==> src/rtl/lsu_pkg.sv <==
// Shared definitions for the load/store unit: funct3 size codes, FSM states, default memory size.
package lsu_pkg;

    localparam int unsigned LSU_MEM_BYTES = 1024;

    localparam logic [2:0] SZ_B  = 3'b000;
    localparam logic [2:0] SZ_H  = 3'b001;
    localparam logic [2:0] SZ_W  = 3'b010;
    localparam logic [2:0] SZ_BU = 3'b100;
    localparam logic [2:0] SZ_HU = 3'b101;

    typedef enum logic [1:0] {
        ST_IDLE,
        ST_WR,
        ST_DONE
    } lsu_state_e;

    function automatic logic size_legal(input logic [2:0] size);
        return (size == SZ_B) || (size == SZ_H) || (size == SZ_W) ||
               (size == SZ_BU) || (size == SZ_HU);
    endfunction

endpackage

==> src/rtl/lsu_lane_align.sv <==
// Combinational byte-lane steering: extracts/extends load data and merges sub-word store data.
// Stores pick their width from size[1:0], so an unsigned code on a store behaves as the signed width.
module lsu_lane_align
    import lsu_pkg::*;
(
    input  logic [31:0] mem_rd_i,
    input  logic [1:0]  addr_i,
    input  logic [2:0]  size_i,
    input  logic [31:0] word_i,
    input  logic [31:0] wd_i,
    output logic [31:0] rd_o,
    output logic [31:0] merged_o
);

    logic [7:0]  byte_v;
    logic [15:0] half_v;

    always_comb begin
        byte_v = 8'(mem_rd_i >> {addr_i, 3'b000});
        half_v = addr_i[1] ? mem_rd_i[31:16] : mem_rd_i[15:0];

        case (size_i)
            SZ_B:    rd_o = {{24{byte_v[7]}}, byte_v};
            SZ_BU:   rd_o = {24'h0, byte_v};
            SZ_H:    rd_o = {{16{half_v[15]}}, half_v};
            SZ_HU:   rd_o = {16'h0, half_v};
            SZ_W:    rd_o = mem_rd_i;
            default: rd_o = '0;
        endcase

        merged_o = word_i;
        case (size_i[1:0])
            2'b00:   merged_o[{addr_i, 3'b000} +: 8]        = wd_i[7:0];
            2'b01:   merged_o[{addr_i[1], 4'b0000} +: 16]   = wd_i[15:0];
            2'b10:   merged_o                               = wd_i;
            default: merged_o                               = word_i;
        endcase
    end

endmodule

==> src/rtl/lsu_mem_ctrl.sv <==
// Load/store initiator to a word-write data memory: classifies core requests, extends loads,
// read-modify-writes sub-word stores; latency 2 cycles (3 for SB/SH), core stalled until done.
module lsu_mem_ctrl
    import lsu_pkg::*;
#(
    parameter int unsigned MEM_BYTES = LSU_MEM_BYTES
) (
    input  logic        clk,
    input  logic        rst_n,
    input  logic        core_req,
    input  logic        core_we,
    input  logic [2:0]  core_size,
    input  logic [31:0] core_addr,
    input  logic [31:0] core_wd,
    output logic [31:0] core_rd,
    output logic        core_done,
    output logic        core_err,
    output logic        core_stall,
    output logic [31:0] mem_addr,
    output logic        mem_we,
    output logic [31:0] mem_wd,
    input  logic [31:0] mem_rd
);

    localparam logic [31:0] MAX_ADDR = 32'(MEM_BYTES - 4);

    lsu_state_e  state_q;
    logic [31:0] rd_q;
    logic [31:0] word_q;
    logic        err_q;

    logic [31:0] word_addr;
    logic        misaligned;
    logic        out_of_range;
    logic        req_err;
    logic        is_word;
    logic        accept;
    logic        sw_now;
    logic [31:0] load_val;
    logic [31:0] merged;

    assign word_addr = {core_addr[31:2], 2'b00};
    assign is_word   = (core_size[1:0] == 2'b10);

    always_comb begin
        misaligned   = (((core_size == SZ_H) || (core_size == SZ_HU)) && core_addr[0]) ||
                       ((core_size == SZ_W) && (core_addr[1:0] != 2'b00));
        out_of_range = (word_addr > MAX_ADDR);
        req_err      = !size_legal(core_size) || misaligned || out_of_range;
    end

    lsu_lane_align u_lane_align (
        .mem_rd_i (mem_rd),
        .addr_i   (core_addr[1:0]),
        .size_i   (core_size),
        .word_i   (word_q),
        .wd_i     (core_wd),
        .rd_o     (load_val),
        .merged_o (merged)
    );

    assign accept = (state_q == ST_IDLE) && core_req;
    assign sw_now = accept && !req_err && core_we && is_word;

    // Gated with rst_n so a reset asserted mid-write kills the strobe without waiting for a clock.
    assign mem_we     = rst_n && (sw_now || (state_q == ST_WR));
    assign mem_wd     = (state_q == ST_WR) ? merged : core_wd;
    assign mem_addr   = word_addr;

    assign core_done  = (state_q == ST_DONE);
    assign core_rd    = core_done ? rd_q : 32'h0;
    assign core_err   = core_done && err_q;
    assign core_stall = core_req && !core_done;

    always_ff @(posedge clk or negedge rst_n) begin
        if (!rst_n) begin
            state_q <= ST_IDLE;
            rd_q    <= 32'h0;
            err_q   <= 1'b0;
            word_q  <= 32'h0;
        end else begin
            case (state_q)
                ST_IDLE: begin
                    if (core_req) begin
                        if (req_err) begin
                            err_q   <= 1'b1;
                            rd_q    <= 32'h0;
                            state_q <= ST_DONE;
                        end else if (!core_we) begin
                            rd_q    <= load_val;
                            state_q <= ST_DONE;
                        end else if (is_word) begin
                            rd_q    <= 32'h0;
                            state_q <= ST_DONE;
                        end else begin
                            word_q  <= mem_rd;
                            rd_q    <= 32'h0;
                            state_q <= ST_WR;
                        end
                    end
                end
                ST_WR: begin
                    state_q <= ST_DONE;
                end
                ST_DONE: begin
                    err_q   <= 1'b0;
                    state_q <= ST_IDLE;
                end
                default: begin
                    state_q <= ST_IDLE;
                end
            endcase
        end
    end

endmodule

==> config.mk <==
export PLATFORM = sky130hd
export DESIGN_NAME = lsu_mem_ctrl
export DESIGN_NICKNAME = d
export VERILOG_FILES = /design/src/rtl/lsu_pkg.sv /design/src/rtl/lsu_lane_align.sv /design/src/rtl/lsu_mem_ctrl.sv
export SDC_FILE = /design/constraint.sdc
export NUM_CORES = 1
export LEC_CHECK = 0
export ABC_AREA = 1
export CORE_ASPECT_RATIO = 1.75
export CORE_MARGIN = 2
export CORE_UTILIZATION = 30
export DETAILED_ROUTE_END_ITERATION = 6
export GPL_ROUTABILITY_DRIVEN = 0
export HOLD_SLACK_MARGIN = 0.12
export PLACE_DENSITY_LB_ADDON = 0.2
export SETUP_SLACK_MARGIN = 0.4
export SYNTH_ARGS = -nofsm -noshare
export SYNTH_HDL_FRONTEND = slang
export SYNTH_SLANG_ARGS = --single-unit
==> constraint.sdc <==
create_clock -name clk -period 2.8 [get_ports clk]
set_input_delay 0.42 -clock clk [delete_from_list [all_inputs] [get_ports clk]]
set_output_delay 0.42 -clock clk [all_outputs]
set_load 0.01 [all_outputs]
==> impl_metrics.csv <==
group,metric,value,unit
floorplan,ios,203,
drt,viasPerCell,4.697,
power,powerDensity,354.5,nW/um2
synthesis,synth_fa_ha_area_share,1.225,%
synthesis,avgSynthCellArea,6.235,um2
timing,fin_tns_setup,0,ps
synthesis,syn_inst,819,
floorplan,dieArea,18120,um2
timing,slew_viol_final,0,
timing,period_needed,2320,ps
synthesis,ys_ff_latch,67,
place,dp_hpwl,14.89,mm
synthesis,synth-edff-count,0,
layout,drive_gt1_share,13.92,%
timing,finalSetupViolations,0,
layout,final_area,7565,um2
worst_setup_path,worst_ep_required_time,2380,ps
floorplan,start_util,30.41,%
timing,max_clock_freq,431.1,MHz
worst_setup_path,crit_chain,"inv_1 > nor2_4 > inv_1 > buf_6 > nor2_1 > clkdlybuf4s50_1",
layout,area.growth.synth_to_final,48.15,%
power,totalPowerFinal,2.682,mW
global_route,grt_pass1_vias,5503,
synthesis,yosysTopAreaCell,"dfrtp_1",
synthesis,synth_top_flop_cell,"dfrtp_1",
worst_setup_path,crit_top_cell,"inv_1",
worst_setup_path,reg2reg_from,"state_q[0]",
clock_network,cts_inserted_buffers,9,
drt,first_pass_iters,4,
timing,min_period_over_period,82.84,%
worst_setup_path,max_stage_delay,550,ps
worst_setup_path,startpoint_type,"register",
synthesis,yosys_warnings,0,
place,pre_cts_slack,-302.6,ps
worst_setup_path,r2r_setup_slack,1170,ps
worst_setup_path,critical_path_class,"register to output port",
layout,nets,1110,
global_route,overflow,0,
status,outcome,"complete, no violations",
drt,vias,5792,
global_route,grt_max_degree,68,
layout,antenna_cells,0,
drt,routedWlPerCell,15.54,um
layout,fill_cells,1817,
place,portBuffers,184,
timing,setup_slack,480.5,ps
floorplan,fp.dieW,102.6,um
synthesis,yosys-top-cells-area,"dfrtp_1 (33%), nand2_1 (22%), nand3_1 (8.8%)",
synthesis,synth-xor-area-share,0,%
clock_network,path_clk_slew,50,ps
power,vdd_drop_max,0.0002865,V
synthesis,yosys.area_share.simple,38.42,%
timing,tightestPinTransition,868.4,ps
run,max-cap-violations,0,
worst_setup_path,critPathLaunch,"state_q[1]",
floorplan,core,16790,um2
timing,slew_headroom,42.11,%
synthesis,synth_common_cells,"nand2_1 (297), nand3_1 (90), inv_1 (78)",
drt,wirelength,19.16,mm
timing,hold_violations,0,
worst_setup_path,slowest_stage,"clkdlybuf4s50_1",
synthesis,synth_compound_area_share,12.82,%
global_route,grt_use_total,20.80,%
clock_network,clkLatencyLatePin,340,ps
global_route,grt_pass1_wl,29.30,mm
clock_network,cts-root-buf,"clkbuf_16",
timing,whs,303.4,ps
worst_hold_path,hp-class,"primary input to async pin",
synthesis,async_flop_share,100.0,%
synthesis,synth_top_area_share,32.84,%
drt,drtIter0Drc,316,
global_route,antenna_found_initial,0,
worst_setup_path,crit_fanout,33,
floorplan,die_y,176.6,um
drt,postRouteAntennaNets,0,
clock_network,cts_tree,"yes",
synthesis,yosysUniqueCellTypes,31,
floorplan,rows,63,
synthesis,synthMuxAreaShare,0,%
synthesis,synth_area,5106,um2
timing,finClkSkew,6.337,ps
worst_setup_path,cp.arrival,1900,ps
clock_network,htreeDepth,3,
clock_network,clk_path_buf_depth,2,
place,post_dp_cell_area,7209,um2
power,p_leak,3.772,nW
timing,rsz0062_at_grt,"yes",
synthesis,yosysMostFrequentCell,"nand2_1",
clock_network,clock-sinks,67,
drt,drc_errors,0,
worst_setup_path,end_kind,"output port",
synthesis,synth_top_family_by_area,"simple AND/OR/NAND/NOR gates",
synthesis,yosysSeqAreaShare,32.84,%
==> through the flow <==
| step | utilization (%) | instances |
|---|---|---|
| 3_3_place_gp | 42.94 | 1211 |
| 5_1_grt | 45.06 | 1233 |
| 4_1_cts | 45.26 | 1230 |
| 2_1_floorplan | - | 820 |
| 6_report | 45.06 | 1233 |
| 3_5_place_dp | 42.94 | 1211 |
==> sequential cells by signal, summed over array words and instances (netlist names) <==
name     cells
word_q      32
err_q        1
rd_q        32
state_q      2
==> layout by cell type (no fill, tap or decap), types with 3 or more instances in the layout <==
cell	instances
clkbuf_2	19
buf_4	50
dlymetal6s2s_1	7
nor2_1	59
nand3_1	88
a21oi_1	42
dlygate4sd2_1	6
buf_6	4
clkbuf_16	9
nand2_2	4
inv_2	8
buf_2	10
nand3_2	4
dfrtp_1	67
nor2_4	3
o22ai_1	14
nand2_1	294
inv_1	72
buf_12	4
nand4_1	9
clkinvlp_4	3
o21ai_1	4
nor2_2	4
clkdlybuf4s50_1	139
o21ai_0	53
==> final timing paths <==
kind | cells past startpoint | end
hold / removal | 2 | state_q[1]
hold reg to reg | 2 | rd_q[31]
setup / recovery | 6 | core_rd[31]
setup reg to reg | 7 | rd_q[26]
min in group clk | 2 | rd_q[31]
max in group asynchronous | 2 | word_q[26]
==> layer usage <==
| metal | global-route usage (%) | up-vias | wire length [um] | part of all wire, % |
|---|---|---|---|---|
| li1 | - | 2941 | - | - |
| met1 | 24.07 | 2644 | 7546 | 39 |
| met2 | 37.09 | 174 | 10150 | 53 |
| met3 | 2.692 | 33 | 815 | 4.3 |
| met4 | 9.611 | 0 | 641 | 3.3 |
| met5 | 0 | - | 0 | 0 |
==> logic make-up (layout without fill, tap and decap cells) <==
logic type,Yosys count,count (layout)
other,1,2
DFF,67,67
and+or+nand+nor,471,471
AOI/OAI and AO/OA,122,122
buffers and inverters,153,339
adders and majority gates,5,5
==> cell type report <==
class,instances,area [um2],share of cell area (%)
sequential,67,1677,22.16
tap,227,284.0,3.755
multi-input combinational,600,2800,37.02
clock inverter,5,55.05,0.7278
timing repair buffer,242,2208,29.19
timing repair inverter,1,7.507,0.09924
clock buffer,10,229.0,3.027
inverter,81,304.0,4.019
==> report_power, final <==
group / switching, mW / total (mW) / internal (mW)
Clock: 0.414 / 1.09 / 0.680
Sequential: 0.00162 / 0.973 / 0.971
Combinational: 0.332 / 0.615 / 0.283
==> repair_timing <==
action	4_1_cts	5_1_grt
hold buffers	0	0
cloned	1	0
gates resized for setup	88	77
pin swaps	1	1
setup buffers	3	3
endpoints found under the setup margin	59	64
==> worst max-delay path: cells and delay by family (launching register included) <==
kind / cells / cell delay (ps)
buffers and inverters: 4 / 890
DFF: 1 / 410
and+or+nand+nor: 2 / 250
(Power assumes the default switching activity.)
